## config.mk

```make
export PLATFORM = sky130hd
export DESIGN_NAME = alu_seq
export DESIGN_NICKNAME = d
export VERILOG_FILES = /design/src/rtl/alu_pkg.sv /design/src/rtl/alu_seq_mul.sv /design/src/rtl/alu_seq.sv
export SDC_FILE = /design/constraint.sdc
export NUM_CORES = 1
export LEC_CHECK = 0
export ABC_AREA = 1
export CAP_MARGIN = 10
export CORE_UTILIZATION = 35
export DETAILED_ROUTE_END_ITERATION = 10
export GPL_ROUTABILITY_DRIVEN = 0
export PLACE_DENSITY = 0.52
export REMOVE_ABC_BUFFERS = 1
export SLEW_MARGIN = 20
export SYNTH_ARGS = -nofsm -noshare
export SYNTH_HDL_FRONTEND = slang
export SYNTH_SLANG_ARGS = --single-unit
```

## constraint.sdc

```tcl
create_clock -name clk -period 6.6 [get_ports clk]
set_input_delay 1.32 -clock clk [delete_from_list [all_inputs] [get_ports clk]]
set_output_delay 1.32 -clock clk [all_outputs]
set_load 0.02 [all_outputs]
```

## src/rtl/alu_pkg.sv

```systemverilog
// ---------------------------------------------------------------------------
// alu_pkg
// Shared definitions for the sequential ALU:
//   - 4-bit opcodes. These are the same codes the older 32-bit ALU uses.
//   - the two-state control FSM enum used by alu_seq.
// ---------------------------------------------------------------------------
package alu_pkg;

    localparam logic [3:0] AND = 4'b0000;
    localparam logic [3:0] OR  = 4'b0001;
    localparam logic [3:0] ADD = 4'b0010;
    localparam logic [3:0] SUB = 4'b0110;
    localparam logic [3:0] NOR = 4'b1100;
    localparam logic [3:0] SLT = 4'b0111;
    localparam logic [3:0] SLL = 4'b1000;
    localparam logic [3:0] SRL = 4'b1001;
    localparam logic [3:0] SRA = 4'b1010;
    localparam logic [3:0] MUL = 4'b0011;

    typedef enum logic {
        IDLE = 1'b0,
        MULT = 1'b1
    } state_e;

endpackage

```

## src/rtl/alu_seq_mul.sv

```systemverilog
// ---------------------------------------------------------------------------
// alu_seq_mul
// Iterative unsigned radix-2 shift-add multiplier. It uses a 2*WIDTH
// accumulator.
// Ports:
//   clk, rst_n  clock; asynchronous active-low reset
//   start       latch a/b, clear the accumulator and load the counter with WIDTH
//   a, b        multiplicand and multiplier, sampled on start
//   done        high during the last iteration cycle
//   product     full 2*WIDTH product; valid while done is high
// Each cycle with a non-zero counter performs one iteration. `product` is the
// accumulator value after the current iteration. This lets the parent capture
// the final product on the same edge where the counter reaches zero.
// ---------------------------------------------------------------------------
module alu_seq_mul #(
    parameter int WIDTH = 32
) (
    input  logic                 clk,
    input  logic                 rst_n,
    input  logic                 start,
    input  logic [WIDTH-1:0]     a,
    input  logic [WIDTH-1:0]     b,
    output logic                 done,
    output logic [2*WIDTH-1:0]   product
);

    localparam int CW = $clog2(WIDTH) + 1;

    logic [2*WIDTH-1:0] mcand_q, mcand_d;
    logic [WIDTH-1:0]   mplier_q, mplier_d;
    logic [2*WIDTH-1:0] acc_q, acc_d;
    logic [CW-1:0]      cnt_q, cnt_d;
    logic [2*WIDTH-1:0] acc_sum;

    // The accumulator value after this cycle's iteration.
    assign acc_sum = acc_q + (mplier_q[0] ? mcand_q : '0);
    assign product = acc_sum;
    assign done    = (cnt_q == CW'(1));

    always_comb begin
        mcand_d  = mcand_q;
        mplier_d = mplier_q;
        acc_d    = acc_q;
        cnt_d    = cnt_q;
        if (start) begin
            mcand_d  = {{WIDTH{1'b0}}, a};
            mplier_d = b;
            acc_d    = '0;
            cnt_d    = CW'(WIDTH);
        end else if (cnt_q != '0) begin
            acc_d    = acc_sum;
            mcand_d  = mcand_q << 1;
            mplier_d = mplier_q >> 1;
            cnt_d    = cnt_q - CW'(1);
        end
    end

    always_ff @(posedge clk or negedge rst_n) begin
        if (!rst_n) begin
            mcand_q  <= '0;
            mplier_q <= '0;
            acc_q    <= '0;
            cnt_q    <= '0;
        end else begin
            mcand_q  <= mcand_d;
            mplier_q <= mplier_d;
            acc_q    <= acc_d;
            cnt_q    <= cnt_d;
        end
    end

endmodule

```

## src/rtl/alu_seq.sv

```systemverilog
// ---------------------------------------------------------------------------
// alu_seq
// Parametrised registered ALU with valid/ready handshakes on the operand side
// and on the result side. Single-cycle ops are: logic ops, ADD, SUB, SLT and
// the barrel shifts. MUL is iterative and takes WIDTH cycles.
// Ports:
//   clk, rst_n          clock; asynchronous active-low reset
//   in_valid/in_ready   operand handshake (in_ready is combinational)
//   src1, src2          operands; the shift amount is src2[SHW-1:0]
//   alu_control         4-bit opcode (see alu_pkg)
//   out_valid/out_ready result handshake
//   result, zero, cout, overflow   registered result and flags
// ---------------------------------------------------------------------------
module alu_seq
    import alu_pkg::*;
#(
    parameter int WIDTH = 32
) (
    input  logic             clk,
    input  logic             rst_n,
    input  logic             in_valid,
    output logic             in_ready,
    input  logic [WIDTH-1:0] src1,
    input  logic [WIDTH-1:0] src2,
    input  logic [3:0]       alu_control,
    output logic             out_valid,
    input  logic             out_ready,
    output logic [WIDTH-1:0] result,
    output logic             zero,
    output logic             cout,
    output logic             overflow
);

    localparam int SHW = $clog2(WIDTH);

    state_e state_q, state_d;

    logic             out_valid_q, out_valid_d;
    logic [WIDTH-1:0] result_q, result_d;
    logic             zero_q, zero_d;
    logic             cout_q, cout_d;
    logic             ovf_q, ovf_d;

    logic               mul_start, mul_done, load;
    logic [2*WIDTH-1:0] mul_product;

    // ---------------- single-cycle datapath ----------------
    logic             sub_mode;
    logic [WIDTH-1:0] b_eff;
    logic [WIDTH:0]   add_full;
    logic [WIDTH-1:0] add_low;
    logic             add_cout, add_ovf, slt_bit;
    logic [SHW-1:0]   shamt;
    logic [WIDTH-1:0] sc_result;
    logic             sc_cout, sc_ovf;

    // SLT shares the subtractor. That makes it a true signed compare.
    assign sub_mode = (alu_control == SUB) || (alu_control == SLT);
    assign b_eff    = sub_mode ? ~src2 : src2;
    assign add_full = {1'b0, src1} + {1'b0, b_eff} + {{WIDTH{1'b0}}, sub_mode};
    assign add_cout = add_full[WIDTH];
    // Bit WIDTH-1 of the low-order sum is the carry into the MSB.
    assign add_low  = {1'b0, src1[WIDTH-2:0]} + {1'b0, b_eff[WIDTH-2:0]}
                      + {{(WIDTH-1){1'b0}}, sub_mode};
    assign add_ovf  = add_low[WIDTH-1] ^ add_cout;
    assign slt_bit  = add_full[WIDTH-1] ^ add_ovf;
    assign shamt    = src2[SHW-1:0];

    always_comb begin
        sc_result = '0;
        sc_cout   = 1'b0;
        sc_ovf    = 1'b0;
        case (alu_control)
            AND: sc_result = src1 & src2;
            OR:  sc_result = src1 | src2;
            NOR: sc_result = ~(src1 | src2);
            ADD, SUB: begin
                sc_result = add_full[WIDTH-1:0];
                sc_cout   = add_cout;
                sc_ovf    = add_ovf;
            end
            SLT: sc_result = {{(WIDTH-1){1'b0}}, slt_bit};
            SLL: sc_result = src1 << shamt;
            SRL: sc_result = src1 >> shamt;
            SRA: sc_result = $unsigned($signed(src1) >>> shamt);
            default: sc_result = '0;
        endcase
    end

    // ---------------- multiplier ----------------
    alu_seq_mul #(.WIDTH(WIDTH)) u_mul (
        .clk     (clk),
        .rst_n   (rst_n),
        .start   (mul_start),
        .a       (src1),
        .b       (src2),
        .done    (mul_done),
        .product (mul_product)
    );

    // ---------------- control FSM ----------------
    // MUL is accepted only when the output slot is free or draining. So a
    // multiply that completes never overwrites an unconsumed result.
    assign in_ready = (state_q == IDLE) && (!out_valid_q || out_ready);

    always_comb begin
        state_d   = state_q;
        mul_start = 1'b0;
        load      = 1'b0;
        case (state_q)
            IDLE: begin
                if (in_valid && in_ready) begin
                    if (alu_control == MUL) begin
                        mul_start = 1'b1;
                        state_d   = MULT;
                    end else begin
                        load = 1'b1;
                    end
                end
            end
            MULT: begin
                if (mul_done) begin
                    load    = 1'b1;
                    state_d = IDLE;
                end
            end
            default: state_d = IDLE;
        endcase
    end

    // ---------------- output register ----------------
    always_comb begin
        out_valid_d = out_valid_q;
        result_d    = result_q;
        zero_d      = zero_q;
        cout_d      = cout_q;
        ovf_d       = ovf_q;
        if (load) begin
            out_valid_d = 1'b1;
            if (state_q == MULT) begin
                result_d = mul_product[WIDTH-1:0];
                cout_d   = 1'b0;
                ovf_d    = |mul_product[2*WIDTH-1:WIDTH];
            end else begin
                result_d = sc_result;
                cout_d   = sc_cout;
                ovf_d    = sc_ovf;
            end
            zero_d = (result_d == '0);
        end else if (out_valid_q && out_ready) begin
            out_valid_d = 1'b0;
        end
    end

    always_ff @(posedge clk or negedge rst_n) begin
        if (!rst_n) begin
            state_q     <= IDLE;
            out_valid_q <= 1'b0;
            result_q    <= '0;
            zero_q      <= 1'b0;
            cout_q      <= 1'b0;
            ovf_q       <= 1'b0;
        end else begin
            state_q     <= state_d;
            out_valid_q <= out_valid_d;
            result_q    <= result_d;
            zero_q      <= zero_d;
            cout_q      <= cout_d;
            ovf_q       <= ovf_d;
        end
    end

    assign out_valid = out_valid_q;
    assign result    = result_q;
    assign zero      = zero_q;
    assign cout      = cout_q;
    assign overflow  = ovf_q;

endmodule
```

# == After elaboration in Yosys (flattened, before gate mapping) ==
# Index checks and enable logic that the tools add are counted.
# Widths: inputs -> output; s select.
# word_totals
register_bits,203
inputBits,72
out_inout_bits,37
elab_cells,77
# op_classes
addsub,6
eq_ne,10
n_shift,3
muxes,28
n_bitwise,7
reduce_logical,13
# op_table
op,n
$mux 64,5
$pmux 32 s8,1
$mux 32,5
$add 64x64->64,1
$not 32->32,2
$add 32x32->33,1
$add 33x1->33,1
$add 31x31->32,1
$add 32x1->32,1
$and 32x32->32,1
$logic_not 32->1,1
$or 32x32->32,1
$reduce_or 32->1,1
$shl 32x5->32,1
$shr 32x5->32,1
$sshr 32x5->32,1
$eq 4x4->1 const B,4
$mux 1,13
$mux 6,2
$eq 4x2->1 const B,2
$eq 4x3->1 const B,2
$eq 6x1->1 const B,1
$reduce_bool 6->1,1
$sub 6x1->6 const B,1
10 further kinds,16

# == Depth between registers and ports, before layout ==
# depth
word_depth,11
ltp_mapped,26
ltp_nobuf,25

# == Modules after synthesis ==
# From an unflattened synthesis, not the netlist that was laid out.
# unflattened
cells_unflattened,3903
hier_area_um2,22561.6
# by_module_without_submodules
module,instances,cells_each,area_each_um2,seq_area_each_um2
alu_seq_mul,1,2122,13165.1,4154.0
alu_seq,1,1781,9396.5,925.9

# == Worst setup path after synthesis ==
# OpenSTA, ideal clock, no wires.
# synth_timing
path_type,input-to-reg
start,input port alu_control[1]
end,"register zero_q, in the netlist zero"
setup_ps,66
arrival_ps,4037
required_time_ps,6534
setup_slack_ps,2498
path_stages,20
path_buffers,2
path_cell_list,buf_2 -> nand3_2 -> buf_1 -> xor2_1 -> inv_1 -> ha_1 -> a21oi_1 -> nand3_1 -> nand2_1 -> nand2_1 -> or2_2 -> nand3_1 -> nand3_1 -> a21oi_2 -> nand3_1 -> nor2_1 -> nand2_1 -> nor2_1 -> nand3_1 -> nand2_1
# synth_via
elab_chain_len,11
word_cells_on_any_way,26
classes_between,4 x add/sub; 9 x eq/ne; 7 x mux; 2 x bitwise; 4 x reduce/logical
# synth_rtl
element,line_no,rtl
"start, declared",alu_seq.sv:25,"input logic [3:0] alu_control,"
$eq 4x3->1,"alu_seq.sv:58, alu_seq.sv:73",
$logic_or 1x1->1,alu_seq.sv:58,assign sub_mode = (alu_control == SUB) || (alu_control == SLT);
$mux 32,alu_seq.sv:59,assign b_eff = sub_mode ? ~src2 : src2;
$add 32x32->33 or $add 31x31->32 (tied branches),"alu_seq.sv:60, alu_seq.sv:63",
$add 33x1->33 or $add 32x1->32 (tied branches),"alu_seq.sv:60, alu_seq.sv:64",
$xor 1x1->1,alu_seq.sv:65,assign add_ovf = add_low[WIDTH-1] ^ add_cout;
$xor 1x1->1,alu_seq.sv:66,assign slt_bit = add_full[WIDTH-1] ^ add_ovf;
$pmux 32 s8,alu_seq.sv:73,case (alu_control)
$mux 32,alu_seq.sv:140,if (state_q == MULT) begin
$mux 32,alu_seq.sv:138,if (load) begin
$logic_not 32->1,alu_seq.sv:149,zero_d = (result_d == '0);
"end signal, assigned",alu_seq.sv:167,zero_q <= zero_d;
"end, declared",alu_seq.sv:40,"logic zero_q, zero_d;"
# Several ways; a longest one is shown, not always the timed one. The select of a mux whose other input is x is not followed.
# A chain may end at the register's enable or synchronous reset.

# == Worst setup path in the final report ==
# Ends and elaborated chain as after synthesis.

==> results.json <==
{
  "postSynth.asyncResetShare_pct": 100.0,
  "fin_crit_sh_pct": 78.79,
  "final.hold.worst_slack_ns": 0.4799,
  "max_slew_margin_pct": 23.07,
  "vdd.ir_drop.worst_v": 0.0002045,
  "die_outline_area_um2": 62180,
  "num_vias": 24327,
  "synthToLayoutAreaGrowth_pct": 11.69,
  "grt_use_total_pct": 29.15,
  "run_status": "finished, final reports clean",
  "worst_skew_pair.late_latency_ns": 0.57,
  "r2r_setup_slack_ns": 2.42,
  "seq_area_frac_synth_pct": 23.72,
  "core_area_um2": 60360,
  "synth_area_leader_cell": "sky130_fd_sc_hd__dfrtp_1",
  "maximum_number_of_pins_on_one_net_before_global_route_repair": 110,
  "post_cts_resized": 0,
  "timing.final.crit_period_ns": 5.200,
  "cts.sink_count": 203,
  "worst_setup_path_startpoint": "alu_control[1]",
  "synth-edff-count": 0,
  "cts.path.max_buffers": 3,
  "synth.cell_area_um2": 21410,
  "postSynthAreaPerCell_um2": 5.886,
  "critical_path_peak_fanout": 17,
  "post_synthesis_sequential_element_count": 203,
  "drtPass1Iterations": 5,
  "post_drt_wl_per_cell_um": 20.76,
  "yosys_most_used_dff": "sky130_fd_sc_hd__dfrtp_1",
  "setup_viol": 0,
  "drt-vias-per-instance": 5.439,
  "finalInstanceArea_um2": 23920,
  "post_dp_cell_area_um2": 23070,
  "drt_first_iter_violations": 2033,
  "kind_of_start_point_of_the_critical_path": "input pin",
  "die_y_um": 249.4,
  "power_leakage_nw": 12.22,
  "vias_in_the_first_global_route": 23471,
  "final.fill_count": 6847,
  "grt_setup_unrepaired": "false",
  "power.density_nw_per_um2": 293.3,
  "cts_buffers": 27,
  "h-tree-depth": 1,
  "cts_tree": "done",
  "initial_core_utilization_pct": 35.48,
  "cp_data_arrival_time_ns": 5.69,
  "holdBufCountCts": 0,
  "grt_first_pass_wirelength_mm": 139.9,
  "holdCritStartpoint": "u_mul.acc_q[0]",
  "crit_required_ns": 7.09,
  "setup_buffers_after_cts": 0,
  "yosysTopAreaCellShare_pct": 23.72,
  "initial_antenna_violation_count": 3,
  "holdCritPathClass": "reg -> reg",
  "number_of_input_and_output_port_buffers_inserted": 108,
  "layout_net_count": 3842,
  "hold_viol_final": 0,
  "clkTransAtPathRegs_ns": 0.06,
  "report.final.slew_viol_count": 0,
  "drc": 0,
  "synth.yosys.warnings": 0,
  "synthMostInstantiatedCell": "sky130_fd_sc_hd__nand2_1",
  "setup-tns-final_ns": 0,
  "num_io_pins": 109,
  "final_layout_size_suffix_gt1_share_pct": 3.550,
  "worst_r2r_start": "u_mul.mplier_q[0]",
  "place_hpwl_mm": 73.94,
  "dieWidth_um": 249.4,
  "fin_worst_skew_ns": 0.02450,
  "worst_pin_slew_ns": 1.154,
  "synth_common_cells": "sky130_fd_sc_hd__nand2_1, sky130_fd_sc_hd__inv_1, sky130_fd_sc_hd__nand3_1",
  "postRouteAntennaNets": 0,
  "fp-row-count": 90,
  "fmax_mhz": 192.3,
  "endpoint_kind": "flop",
  "maxCapViolCount": 0,
  "critPathKind": "in -> reg",
  "yosysUniqueCellTypes": 53,
  "netlist_instances": 3638,
  "cts-root-buf": "sky130_fd_sc_hd__clkbuf_16",
  "grt_remaining_overflow": 0,
  "synth_area_leaders": "sky130_fd_sc_hd__dfrtp_1, sky130_fd_sc_hd__nand2_1, sky130_fd_sc_hd__nand3_1",
  "postRouteWirelength_mm": 92.86
}
[per-layer routing]
layer,routed length (um),global-route usage [%],vias up,share of wire [%]
met5,26,0,-,0.028
met2,43740,49.83,850,47
met1,38560,36.01,11301,42
li1,-,-,11939,-
met4,5422,15.77,4,5.8
met3,5110,2.936,233,5.5
[cell type report]
cell class | instances | area (um^2) | share of cell area (%)
Multi-Input combinational cell | 2815 | 13870 | 57.99
Sequential cell | 203 | 5081 | 21.25
Inverter | 485 | 1824 | 7.628
Timing Repair Buffer | 137 | 1314 | 5.493
Tap cell | 782 | 978.4 | 4.091
Clock buffer | 38 | 747.0 | 3.123
Clock inverter | 12 | 101.3 | 0.4237
Antenna cell | 1 | 2.502 | 0.01046
[flip-flops by register name, summed over array words and instances, names as in the netlist]
name            cells
out_valid           1
u_mul.cnt_q         6
u_mul.mplier_q     32
u_mul.mcand_q      64
state_q             1
cout                1
result             32
u_mul.acc_q        64
zero                1
overflow            1
[kinds of logic after synthesis]
group / count (synthesis) / synth area share [%]
adders and majority gates: 101 / 5.971
DFF: 203 / 23.72
AOI/OAI and AO/OA: 568 / 15.19
and+or+nand+nor: 2082 / 40.92
xor gates and xnor gates: 63 / 2.577
buffers and inverters: 620 / 11.57
muxes: 1 / 0.04674
[path summary, 6_finish.rpt]
kind                            depth (start not counted)                 to
worst max-delay path                                   24               zero
worst min-delay path                                    2     u_mul.acc_q[0]
worst max register to register                         20               zero
worst min register to register                          2     u_mul.acc_q[0]
max in group asynchronous                               2  u_mul.mplier_q[0]
min in group asynchronous                               1     u_mul.acc_q[9]
[placed cells by master, fill, tap and decap left out, types with 36 or more instances in the layout]
| master | count |
|---|---|
| sky130_fd_sc_hd__a21oi_1 | 179 |
| sky130_fd_sc_hd__clkdlybuf4s50_1 | 104 |
| sky130_fd_sc_hd__dfrtp_1 | 202 |
| sky130_fd_sc_hd__ha_1 | 99 |
| sky130_fd_sc_hd__inv_1 | 467 |
| sky130_fd_sc_hd__nand2_1 | 1176 |
| sky130_fd_sc_hd__nand3_1 | 429 |
| sky130_fd_sc_hd__nand4_1 | 43 |
| sky130_fd_sc_hd__nor2_1 | 309 |
| sky130_fd_sc_hd__nor3_1 | 52 |
| sky130_fd_sc_hd__o211ai_1 | 36 |
| sky130_fd_sc_hd__o21ai_0 | 202 |
| sky130_fd_sc_hd__xor2_1 | 39 |
[power by group]
group | internal, mW | switching, mW | leakage (nW) | total, mW
logic | 1.17 | 2.30 | 9.18 | 3.47
clock network | 0.830 | 0.608 | 0.415 | 1.44
registers | 1.73 | 0.377 | 2.63 | 2.11
[metrics by stage]
stage | utilization [%] | power (mW) | worst slack (ns) | std cells
after floorplan | - | 4.257 | -0.2258 | 3503
after global routing | 39.62 | 7.553 | 1.097 | 4472
after detailed placement | 38.22 | 5.567 | 0.7977 | 4422
after CTS | 39.62 | 7.044 | 1.357 | 4472
final | 39.62 | 7.016 | 1.400 | 4473
after global placement | 38.22 | 5.568 | 0.7561 | 4422
[critical path, stage by stage]
cell	delay, ns
sky130_fd_sc_hd__clkdlybuf4s50_1	0.60
sky130_fd_sc_hd__nand3_2	0.59
sky130_fd_sc_hd__buf_4	0.44
sky130_fd_sc_hd__xor2_1	0.14
sky130_fd_sc_hd__inv_1	0.07
sky130_fd_sc_hd__ha_1	0.39
sky130_fd_sc_hd__nand2_1	0.12
sky130_fd_sc_hd__nor2_1	0.15
sky130_fd_sc_hd__inv_1	0.12
sky130_fd_sc_hd__nor3_1	0.26
sky130_fd_sc_hd__nand2_1	0.18
sky130_fd_sc_hd__nand2_1	0.14
sky130_fd_sc_hd__nand2_1	0.10
sky130_fd_sc_hd__nand2_1	0.12
sky130_fd_sc_hd__nand2_1	0.06
sky130_fd_sc_hd__nand3_1	0.07
sky130_fd_sc_hd__nand2_1	0.08
sky130_fd_sc_hd__nand2_1	0.09
sky130_fd_sc_hd__nand3_1	0.08
sky130_fd_sc_hd__nor2_1	0.15
sky130_fd_sc_hd__nand2_1	0.10
sky130_fd_sc_hd__nor2_1	0.14
sky130_fd_sc_hd__nand3_1	0.08
sky130_fd_sc_hd__nand2_1	0.08
No activity file was read; power rests on OpenSTA's default activity.
